--- src/rtl/icache_nway_if.sv ---
// Fetch-side and memory-side signals of the instruction cache.
// The slave modport is the cache; the master modport drives it.
interface icache_nway_if;
    logic        flush_bus;
    logic        invalidate;
    logic        read_request;
    logic [31:0] addr;
    logic        read_response;
    logic [31:0] read_data;
    logic        memory_read_request;
    logic        memory_read_response;
    logic [31:0] memory_addr;
    logic [31:0] memory_read_data;

    modport master (
        output flush_bus, invalidate, read_request, addr,
        output memory_read_response, memory_read_data,
        input  read_response, read_data,
        input  memory_read_request, memory_addr
    );

    modport slave (
        input  flush_bus, invalidate, read_request, addr,
        input  memory_read_response, memory_read_data,
        output read_response, read_data,
        output memory_read_request, memory_addr
    );
endinterface

--- src/rtl/icache_nway.sv ---
// Set-associative instruction cache, 1 or 2 ways, word-by-word line refill.
// Combinational hits; refill aborts via DRAIN so no memory word is left owed.
module icache_nway #(
    parameter int NUM_SETS   = 16,
    parameter int WAYS       = 2,
    parameter int LINE_WORDS = 4
) (
    input  logic          clk,
    input  logic          rst_n,
    icache_nway_if.slave  bus
);
    localparam int OFF  = $clog2(LINE_WORDS);
    localparam int IDX  = $clog2(NUM_SETS);
    localparam int BW   = 30 - OFF;
    localparam int TAGW = BW - IDX;
    localparam logic [OFF-1:0] LAST = OFF'(LINE_WORDS - 1);

    typedef enum logic [1:0] {IDLE, REFILL, DRAIN} state_t;

    state_t              r_state;
    logic                r_mem_req;
    logic [NUM_SETS-1:0] r_valid [WAYS];
    logic [NUM_SETS-1:0] r_lru;
    logic [TAGW-1:0]     r_tag   [WAYS][NUM_SETS];
    logic [31:0]         r_data  [WAYS][NUM_SETS][LINE_WORDS];
    logic [BW-1:0]       r_base;
    logic [OFF-1:0]      r_cnt;
    logic                r_way;
    logic                r_inv_pend;

    logic [IDX-1:0]  w_idx;
    logic [TAGW-1:0] w_tag;
    logic [OFF-1:0]  w_off;
    logic [IDX-1:0]  w_fill_idx;
    logic [TAGW-1:0] w_fill_tag;
    logic            w_hit;
    logic            w_hit_way;
    logic            w_victim;
    logic            w_lookup;
    logic            w_last;
    logic            w_fill_we;
    logic            w_to_idle;
    logic            w_inv_now;
    logic [1:0]      w_unused_addr;

    assign w_idx         = bus.addr[OFF+IDX+1:OFF+2];
    assign w_tag         = bus.addr[31:OFF+IDX+2];
    assign w_off         = bus.addr[OFF+1:2];
    assign w_unused_addr = bus.addr[1:0];
    assign w_fill_idx    = r_base[IDX-1:0];
    assign w_fill_tag    = r_base[BW-1:IDX];
    assign w_last        = (r_cnt == LAST);

    always_comb begin
        w_hit     = 1'b0;
        w_hit_way = 1'b0;
        for (int w = 0; w < WAYS; w++) begin
            if (r_valid[w][w_idx] && r_tag[w][w_idx] == w_tag) begin
                w_hit     = 1'b1;
                w_hit_way = w[0];
            end
        end
    end

    // Lowest invalid way wins; the descending loop lets way 0 overwrite.
    always_comb begin
        w_victim = (WAYS == 2) ? r_lru[w_idx] : 1'b0;
        for (int w = WAYS - 1; w >= 0; w--) begin
            if (!r_valid[w][w_idx]) begin
                w_victim = w[0];
            end
        end
    end

    assign w_lookup = (r_state == IDLE) && bus.read_request &&
                      !bus.flush_bus && !bus.invalidate;

    assign w_fill_we = (r_state == REFILL) && bus.memory_read_response &&
                       !bus.flush_bus;

    assign w_to_idle = bus.memory_read_response &&
                       ((r_state == DRAIN) ||
                        ((r_state == REFILL) && (bus.flush_bus || w_last)));

    assign w_inv_now = w_to_idle && (r_inv_pend || bus.invalidate);

    assign bus.read_response       = w_lookup && w_hit;
    assign bus.read_data           = r_data[w_hit_way][w_idx][w_off];
    assign bus.memory_read_request = r_mem_req;
    assign bus.memory_addr         = {r_base, r_cnt, 2'b00};

    always_ff @(posedge clk) begin
        if (!rst_n) begin
            r_state    <= IDLE;
            r_mem_req  <= 1'b0;
            r_base     <= '0;
            r_cnt      <= '0;
            r_way      <= 1'b0;
            r_inv_pend <= 1'b0;
            r_lru      <= '0;
            for (int w = 0; w < WAYS; w++) begin
                r_valid[w] <= '0;
            end
        end else begin
            unique case (r_state)
                IDLE: begin
                    if (bus.invalidate) begin
                        for (int w = 0; w < WAYS; w++) begin
                            r_valid[w] <= '0;
                        end
                    end else if (w_lookup && w_hit) begin
                        if (WAYS == 2) r_lru[w_idx] <= ~w_hit_way;
                    end else if (w_lookup) begin
                        r_state  <= REFILL;
                        r_mem_req <= 1'b1;
                        r_base   <= bus.addr[31:OFF+2];
                        r_cnt    <= '0;
                        r_way    <= w_victim;
                        r_valid[w_victim][w_idx] <= 1'b0;
                    end
                end
                REFILL: begin
                    if (bus.invalidate) r_inv_pend <= 1'b1;
                    if (bus.flush_bus) begin
                        r_mem_req <= 1'b0;
                        r_state   <= bus.memory_read_response ? IDLE : DRAIN;
                    end else if (bus.memory_read_response) begin
                        r_cnt <= r_cnt + OFF'(1);
                        if (w_last) begin
                            r_state   <= IDLE;
                            r_mem_req <= 1'b0;
                            r_valid[r_way][w_fill_idx] <= 1'b1;
                            if (WAYS == 2) r_lru[w_fill_idx] <= ~r_way;
                        end
                    end
                end
                DRAIN: begin
                    if (bus.invalidate) r_inv_pend <= 1'b1;
                    if (bus.memory_read_response) r_state <= IDLE;
                end
                default: r_state <= IDLE;
            endcase
            // Deferred invalidate also kills a line filled this very cycle.
            if (w_inv_now) begin
                r_inv_pend <= 1'b0;
                for (int w = 0; w < WAYS; w++) begin
                    r_valid[w] <= '0;
                end
            end
        end
    end

    always_ff @(posedge clk) begin
        if (rst_n && w_fill_we) begin
            r_data[r_way][w_fill_idx][r_cnt] <= bus.memory_read_data;
            if (w_last) r_tag[r_way][w_fill_idx] <= w_fill_tag;
        end
    end
endmodule

--- src/flat_wrapper.sv ---
// flat-port wrapper written by rule: the top's interface ports become plain ports
module icache_nway_flat 
#(
    parameter int NUM_SETS   = 16,
    parameter int WAYS       = 2,
    parameter int LINE_WORDS = 4
)
  (clk, rst_n, bus_flush_bus, bus_invalidate, bus_read_request, bus_addr, bus_memory_read_response, bus_memory_read_data, bus_read_response, bus_read_data, bus_memory_read_request, bus_memory_addr);
  icache_nway_if bus_i ();
  input  logic clk;
  input  logic rst_n;
  input wire logic [$bits(bus_i.flush_bus)-1:0] bus_flush_bus;
  input wire logic [$bits(bus_i.invalidate)-1:0] bus_invalidate;
  input wire logic [$bits(bus_i.read_request)-1:0] bus_read_request;
  input wire logic [$bits(bus_i.addr)-1:0] bus_addr;
  input wire logic [$bits(bus_i.memory_read_response)-1:0] bus_memory_read_response;
  input wire logic [$bits(bus_i.memory_read_data)-1:0] bus_memory_read_data;
  output wire logic [$bits(bus_i.read_response)-1:0] bus_read_response;
  output wire logic [$bits(bus_i.read_data)-1:0] bus_read_data;
  output wire logic [$bits(bus_i.memory_read_request)-1:0] bus_memory_read_request;
  output wire logic [$bits(bus_i.memory_addr)-1:0] bus_memory_addr;
  assign bus_i.flush_bus = bus_flush_bus;
  assign bus_i.invalidate = bus_invalidate;
  assign bus_i.read_request = bus_read_request;
  assign bus_i.addr = bus_addr;
  assign bus_i.memory_read_response = bus_memory_read_response;
  assign bus_i.memory_read_data = bus_memory_read_data;
  assign bus_read_response = bus_i.read_response;
  assign bus_read_data = bus_i.read_data;
  assign bus_memory_read_request = bus_i.memory_read_request;
  assign bus_memory_addr = bus_i.memory_addr;
  icache_nway #(.NUM_SETS(NUM_SETS), .WAYS(WAYS), .LINE_WORDS(LINE_WORDS)) u_core (.clk(clk), .rst_n(rst_n), .bus(bus_i));
endmodule
--- config.mk ---
export PLATFORM = sky130hd
export DESIGN_NAME = icache_nway_flat
export DESIGN_NICKNAME = d
export VERILOG_FILES = /design/src/rtl/icache_nway_if.sv /design/src/rtl/icache_nway.sv /design/src/flat_wrapper.sv
export SDC_FILE = /design/constraint.sdc
export NUM_CORES = 2
export LEC_CHECK = 0
export CAP_MARGIN = 20
export CORE_MARGIN = 1.5
export CORE_UTILIZATION = 35
export CTS_BUF_LIST = sky130_fd_sc_hd__clkbuf_8
export DETAILED_ROUTE_END_ITERATION = 7
export HOLD_SLACK_MARGIN = 0.02
export PLACE_DENSITY = 0.5
export REMOVE_ABC_BUFFERS = 1
export SLEW_MARGIN = 20
export SYNTH_ARGS = -nofsm -noshare
export SYNTH_HDL_FRONTEND = slang
export SYNTH_MEMORY_MAX_BITS = 65536
export SYNTH_SLANG_ARGS = --single-unit
--- constraint.sdc ---
create_clock -name clk -period 6.71 [get_ports clk]
set_input_delay 1.342 -clock clk [delete_from_list [all_inputs] [get_ports clk]]
set_output_delay 1.342 -clock clk [all_outputs]
set_load 0.01 [all_outputs]
Word-level counts from Yosys, hierarchy flattened --
Memories as Yosys holds them, arrays and structs flattened. Cells that the tools add are included.
Cells by class: shift-type cells 0, add/sub/neg operators 1, muxes and demuxes 97, equality and inequality tests 17, multiply operators 0, reduce and logical (&&, ||, !) cells 33, div/mod/pow operators 0, magnitude comparators 10, bitwise operators 109
Operator list (count):
- $mux W2048 | 1
- $bmux W128 S4 | 1
- $demux W128 S4 | 1
- $mux W128 | 3
- $mux W384 | 1
- $mux W16 | 15
- $bmux W24 S4 | 2
- $mux W24 | 5
- $demux W24 S4 | 1
- $mux W32 | 3
- $and A1 B1 Y1 | 64
- $bmux W32 S2 | 1
- $demux W32 S2 | 1
- $eq A24 B24 Y1 | 2
- $mux W1 | 38
- $not A1 Y1 | 37
- $bwmux W16 | 2
- $pmux W16 S2 | 1
- $reduce_or A16 Y1 | 2
- $mux W2 | 13
- $reduce_and A6 Y1 | 4
- $logic_and A1 B1 Y1 | 16
- $bmux W1 S4 | 3
- $ne A2 B2 Y1 const B | 6
- other kinds (27) | 44
Word-level totals: output and inout bits 66, bits in registers 51, bits of input ports 70, bits in latches 0, bits in writable memories 4896, ROM bits 0, memories 3
Memory list:
- u_core.r_data | words 2, width 2048, rd ports 1, clocked after memory_dff 0, write ports 1, RTL line icache_nway.sv:25 | logic [31:0] r_data [WAYS][NUM_SETS][LINE_WORDS];
- u_core.r_tag | words 2, width 384, rd ports 2, clocked after memory_dff 0, write ports 1, RTL line icache_nway.sv:24 | logic [TAGW-1:0] r_tag [WAYS][NUM_SETS];
- u_core.r_valid | words 2, width 16, rd ports 2, clocked after memory_dff 0, write ports 2, RTL line icache_nway.sv:22 | logic [NUM_SETS-1:0] r_valid [WAYS];

Logic depth before layout (Yosys ltp) --
depth in word-level cells 17, gate-level depth with buffers 22, mapped depth without buffers 12

Worst setup path before layout --
No wires, ideal clock.
kind input -> output, from in bus_addr[5], to out bus_read_data[13], stages on the path 15, data required time 5.368 ns, buffers on the path 11, data arrival time 4.806 ns, slack 0.562 ns, path through buf_6 > buf_6 > buf_4 > buf_6 > buf_2 > buf_2 > buf_1 > clkbuf_1 > buf_2 > clkbuf_1 > clkbuf_1 > mux4_2 > a211oi_1 > o22ai_1 > a32o_1
On the way: longest elaborated chain between the ends 14
RTL lines:
- start: declaration | RTL line flat_wrapper.sv:15 | input wire logic [$bits(bus_i.addr)-1:0] bus_addr;
- $not A4 Y5 (implied by the code) | RTL line icache_nway.sv:58, icache_nway.sv:88
- $bmux W24 S4 | RTL line icache_nway.sv:58 | if (r_valid[w][w_idx] && r_tag[w][w_idx] == w_tag) begin
- $mux W24 (implied by the code) (2 in a row) | RTL line icache_nway.sv:58
- $eq A24 B24 Y1 | RTL line icache_nway.sv:58
- $logic_and A1 B1 Y1 | RTL line icache_nway.sv:58
- $mux W1 | RTL line icache_nway.sv:58
- $mem_v2 Z2 W2048
- $bmux W128 S4 (*) | RTL line icache_nway.sv:88 | assign bus.read_data = r_data[w_hit_way][w_idx][w_off];
- $mux W128 (implied by the code) (*) (2 in a row) | RTL line icache_nway.sv:88
- $bmux W32 S2 (*) | RTL line icache_nway.sv:88
- $mux W32 (implied by the code) (*) (2 in a row) | RTL line icache_nway.sv:88
- end: declaration | RTL line flat_wrapper.sv:19 | output wire logic [$bits(bus_i.read_data)-1:0] bus_read_data;
Mark *: on every way between the ends. The rest lies on a longest branch, timed or not. The select of a mux whose other input is x is not followed.

Worst setup path in the final report --
from in bus_addr[5], to out bus_read_data[1]
The elaborated chain is that of the path after synthesis.

==> out/qor.yml <==
sta:
  setup_viol: 32
  min_period_ps: 7820
  slew_headroom: 0.149
  worst_pin_slew_ps: 1280
  fin_skew_ps: 101
  fmax_ghz: 0.128
  finalMaxSlewViolations: 0
  layout_setup_ws_ps: -1110
  finalHoldViolations: 0
  period_share: 1.17
  rsz0062_at_grt: "yes"
pwr:
  power_w: 0.0618
  p_switching_w: 0.0148
  combPwrFrac: 0.057
  powerDensity_mw_per_mm2: 266
  irDropWorstVdd_mv: 0.240
  pwr-share-clk: 0.394
  p_leak_nw: 80.7
  swShare: 0.239
  pwr-share-seq: 0.549
  p_int_w: 0.0470
final_layout:
  syn_to_final_growth_pct: 19.7
  layout-drive-gt1-share: 0.244
  fin_cells: 20969
  post-route-util: 0.420
  nNetsFinal: 13089
  nFillCells: 49208
logic_synthesis:
  syn_area_sq_mm: 0.194
  seq_area_frac_synth: 0.762
  synth_ff_type: "edfxtp_1"
  synth-warning-count: 0
  synthCells: 11588
  syn_avg_cell_area_sq_um: 16.7
  synth_edf_count: 4864
  async_flop_share: 0
  synth.distinct_cells: 81
  synth_seq_cells: 4947
detailed_routing:
  drt_iter0_drc: 13545
  viasPerCell: 5.57
  wl_mm: 658
  drc: 0
  routedWlPerCell_microns: 31.4
  vias: 116740
  drtPass1Iterations: 6
  ant_nets: 0
run_status:
  status: "finished with violations"
  violations: "setup timing"
cts:
  htreeDepth: 6
  cts_sinks: 4947
  clk_pin_slew_ps: 60
  cts_tree: "yes"
  cts_buffers: 809
  clkLatencyLatePin_ps: 1330
  hold_buffers: 0
  root_buffer: "clkbuf_8"
  clock_path_buffers: 4
floorplan:
  num_rows: 273
  die_h_microns: 747
  io_pins: 136
  die_area_sq_mm: 0.558
  fp.coreArea_sq_mm: 0.552
  die_w_microns: 747
  start_util: 0.351
worst_setup_path:
  cp.required_ps: 5370
  max_stage_delay_ps: 550
  worstPathCellList: "buf_16, buf_12, buf_4, buf_4, mux4_2, mux4_2, xnor2_4, nand2_2, nor3_2, buf_4, nand4_1, buf_6, buf_16, buf_16, buf_16, buf_16, buf_4, nand2_1, a21oi_1, nor3_1, o32ai_2, buf_4, a32o_2, buf_12"
  worst-setup-path-type: "in2out"
  cp-end-kind: "output pin"
  critPathLaunchType: "input port"
  worst-endpoint-arrival_ps: 6480
  path_buf_inv: 13
  critPathTopFamily: "buffers and inverters"
  cpMaxStageDelayCell: "mux4_2"
  path_max_fanout: 18
placement:
  dp.cells: 19371
  place.gp.congestion: 0.866
  io_buffers: 131
  post-dp-hpwl_mm: 387
  dp_slack_ps: -2160
global_routing:
  grt_usage: 0.227
  grt_pass1_vias: 116486
  grt_max_degree: 134
  grt-ovfl-total: 0
  grt_antenna_before_repair: 43
  grt_pass1_wl_mm: 907
run:
  drv_cap: 0
min_path:
  holdCritPathClass: "in2reg"
[synthesized netlist by cell type, types with 83 or more instances]
master / n / area [sq um]
buf_2: 183 / 916
a21oi_1: 619 / 3100
nor2_1: 237 / 890
mux2i_1: 1146 / 11500
o22ai_1: 448 / 2800
clkbuf_1: 480 / 1800
dfxtp_1: 83 / 1660
nor4_1: 229 / 1430
nand2_1: 1545 / 5800
mux4_2: 235 / 5290
a221oi_1: 243 / 2130
nor3_1: 97 / 485
edfxtp_1: 4864 / 146000
mux2_2: 279 / 3140
[state kept, by name (all words and copies together) (netlist names)]
name,flops
u_core.r_inv_pend,1
u_core.r_lru,16
u_core.r_data,4096
u_core.r_base,28
u_core.bus.memory_read_request,1
u_core.r_way,1
u_core.r_valid,32
u_core.r_cnt,2
u_core.r_state,2
u_core.r_tag,768
[power by group through the flow]
stage / Combinational, W / Clock (W) / Sequential (W)
2_1_floorplan: 0.00101 / 0 / 0.0346
3_3_place_gp: 0.00328 / 0 / 0.0346
3_5_place_dp: 0.00332 / 0 / 0.0346
4_1_cts: 0.00347 / 0.0248 / 0.0339
5_1_grt: 0.00363 / 0.0261 / 0.0339
6_report: 0.00352 / 0.0244 / 0.0339
[layer usage]
metal | track usage | vias up | part of all wire | wire length (microns)
li1 | - | 49066 | - | -
met1 | 0.313 | 61215 | 0.42 | 274000
met2 | 0.365 | 5405 | 0.47 | 308000
met3 | 0.0397 | 1038 | 0.080 | 52400
met4 | 0.0791 | 16 | 0.036 | 23400
met5 | 0 | - | 0.00016 | 103
[per-stage QoR]
step                      hold slack, ps  setup TNS [ps]  area [sq um]
after floorplan                      464        -7309140        190000
after global placement               448          -57190        212000
after global routing                 368          -33940        232000
after detailed placement             456          -54350        213000
final                                457          -32350        232000
after CTS                            305          -29230        231000
[final cells by class]
type | count | area [sq um] | share of cell area
sequential | 4947 | 148000 | 0.637
multi-input combinational | 5825 | 46100 | 0.199
timing repair buffer | 1398 | 14200 | 0.0612
clock buffer | 827 | 11400 | 0.0491
tap | 7287 | 9120 | 0.0393
clock inverter | 631 | 3280 | 0.0141
inverter | 31 | 131 | 0.000566
antenna | 23 | 57.6 | 0.000248
[worst paths after layout]
check / start / to / slack, ps / cells past startpoint
min: bus_memory_read_data[7] / u_core.r_data[0][455]$_DFFE_PP_ / 460 / 1
min reg2reg: u_core.r_base[13]$_SDFFE_PN0P_ / u_core.r_tag[0][33]$_DFFE_PP_ / 470 / 0
max reg2reg: u_core.r_state[1]$_SDFFE_PN0P_ / u_core.r_data[1][1104]$_DFFE_PP_ / 2040 / 8
max: bus_addr[5] / bus_read_data[1] / -1110 / 24
[layout by cell type (no fill, tap or decap), types with 278 or more instances in the layout]
cell,count
edfxtp_1,4864
nand2_1,1527
mux2i_1,1127
buf_4,1049
clkbuf_8,827
a21oi_1,598
o22ai_1,427
inv_1,306
mux2_2,278
[cells by family (layout without fill, tap and decap cells)]
family	Yosys count	count (layout)	share of synthesized area
DFF	4947	4947	0.762
and+or+nand+nor	2234	2234	0.0486
AOI/OAI and AO/OA	1878	1878	0.0656
muxes	1661	1661	0.103
buffers and inverters	817	2887	0.0183
xor gates and xnor gates	43	43	0.00194
adders and majority gates	7	7	0.000452
other	1	25	0.0000194
[timing repair]
item                       CTS  global route
setup buffers               58            26
setup endpoints to repair   33            33
pin swaps                  102            49
resized for setup          488           114
gates cloned                25             6
No activity file was read; power rests on OpenSTA's default activity.
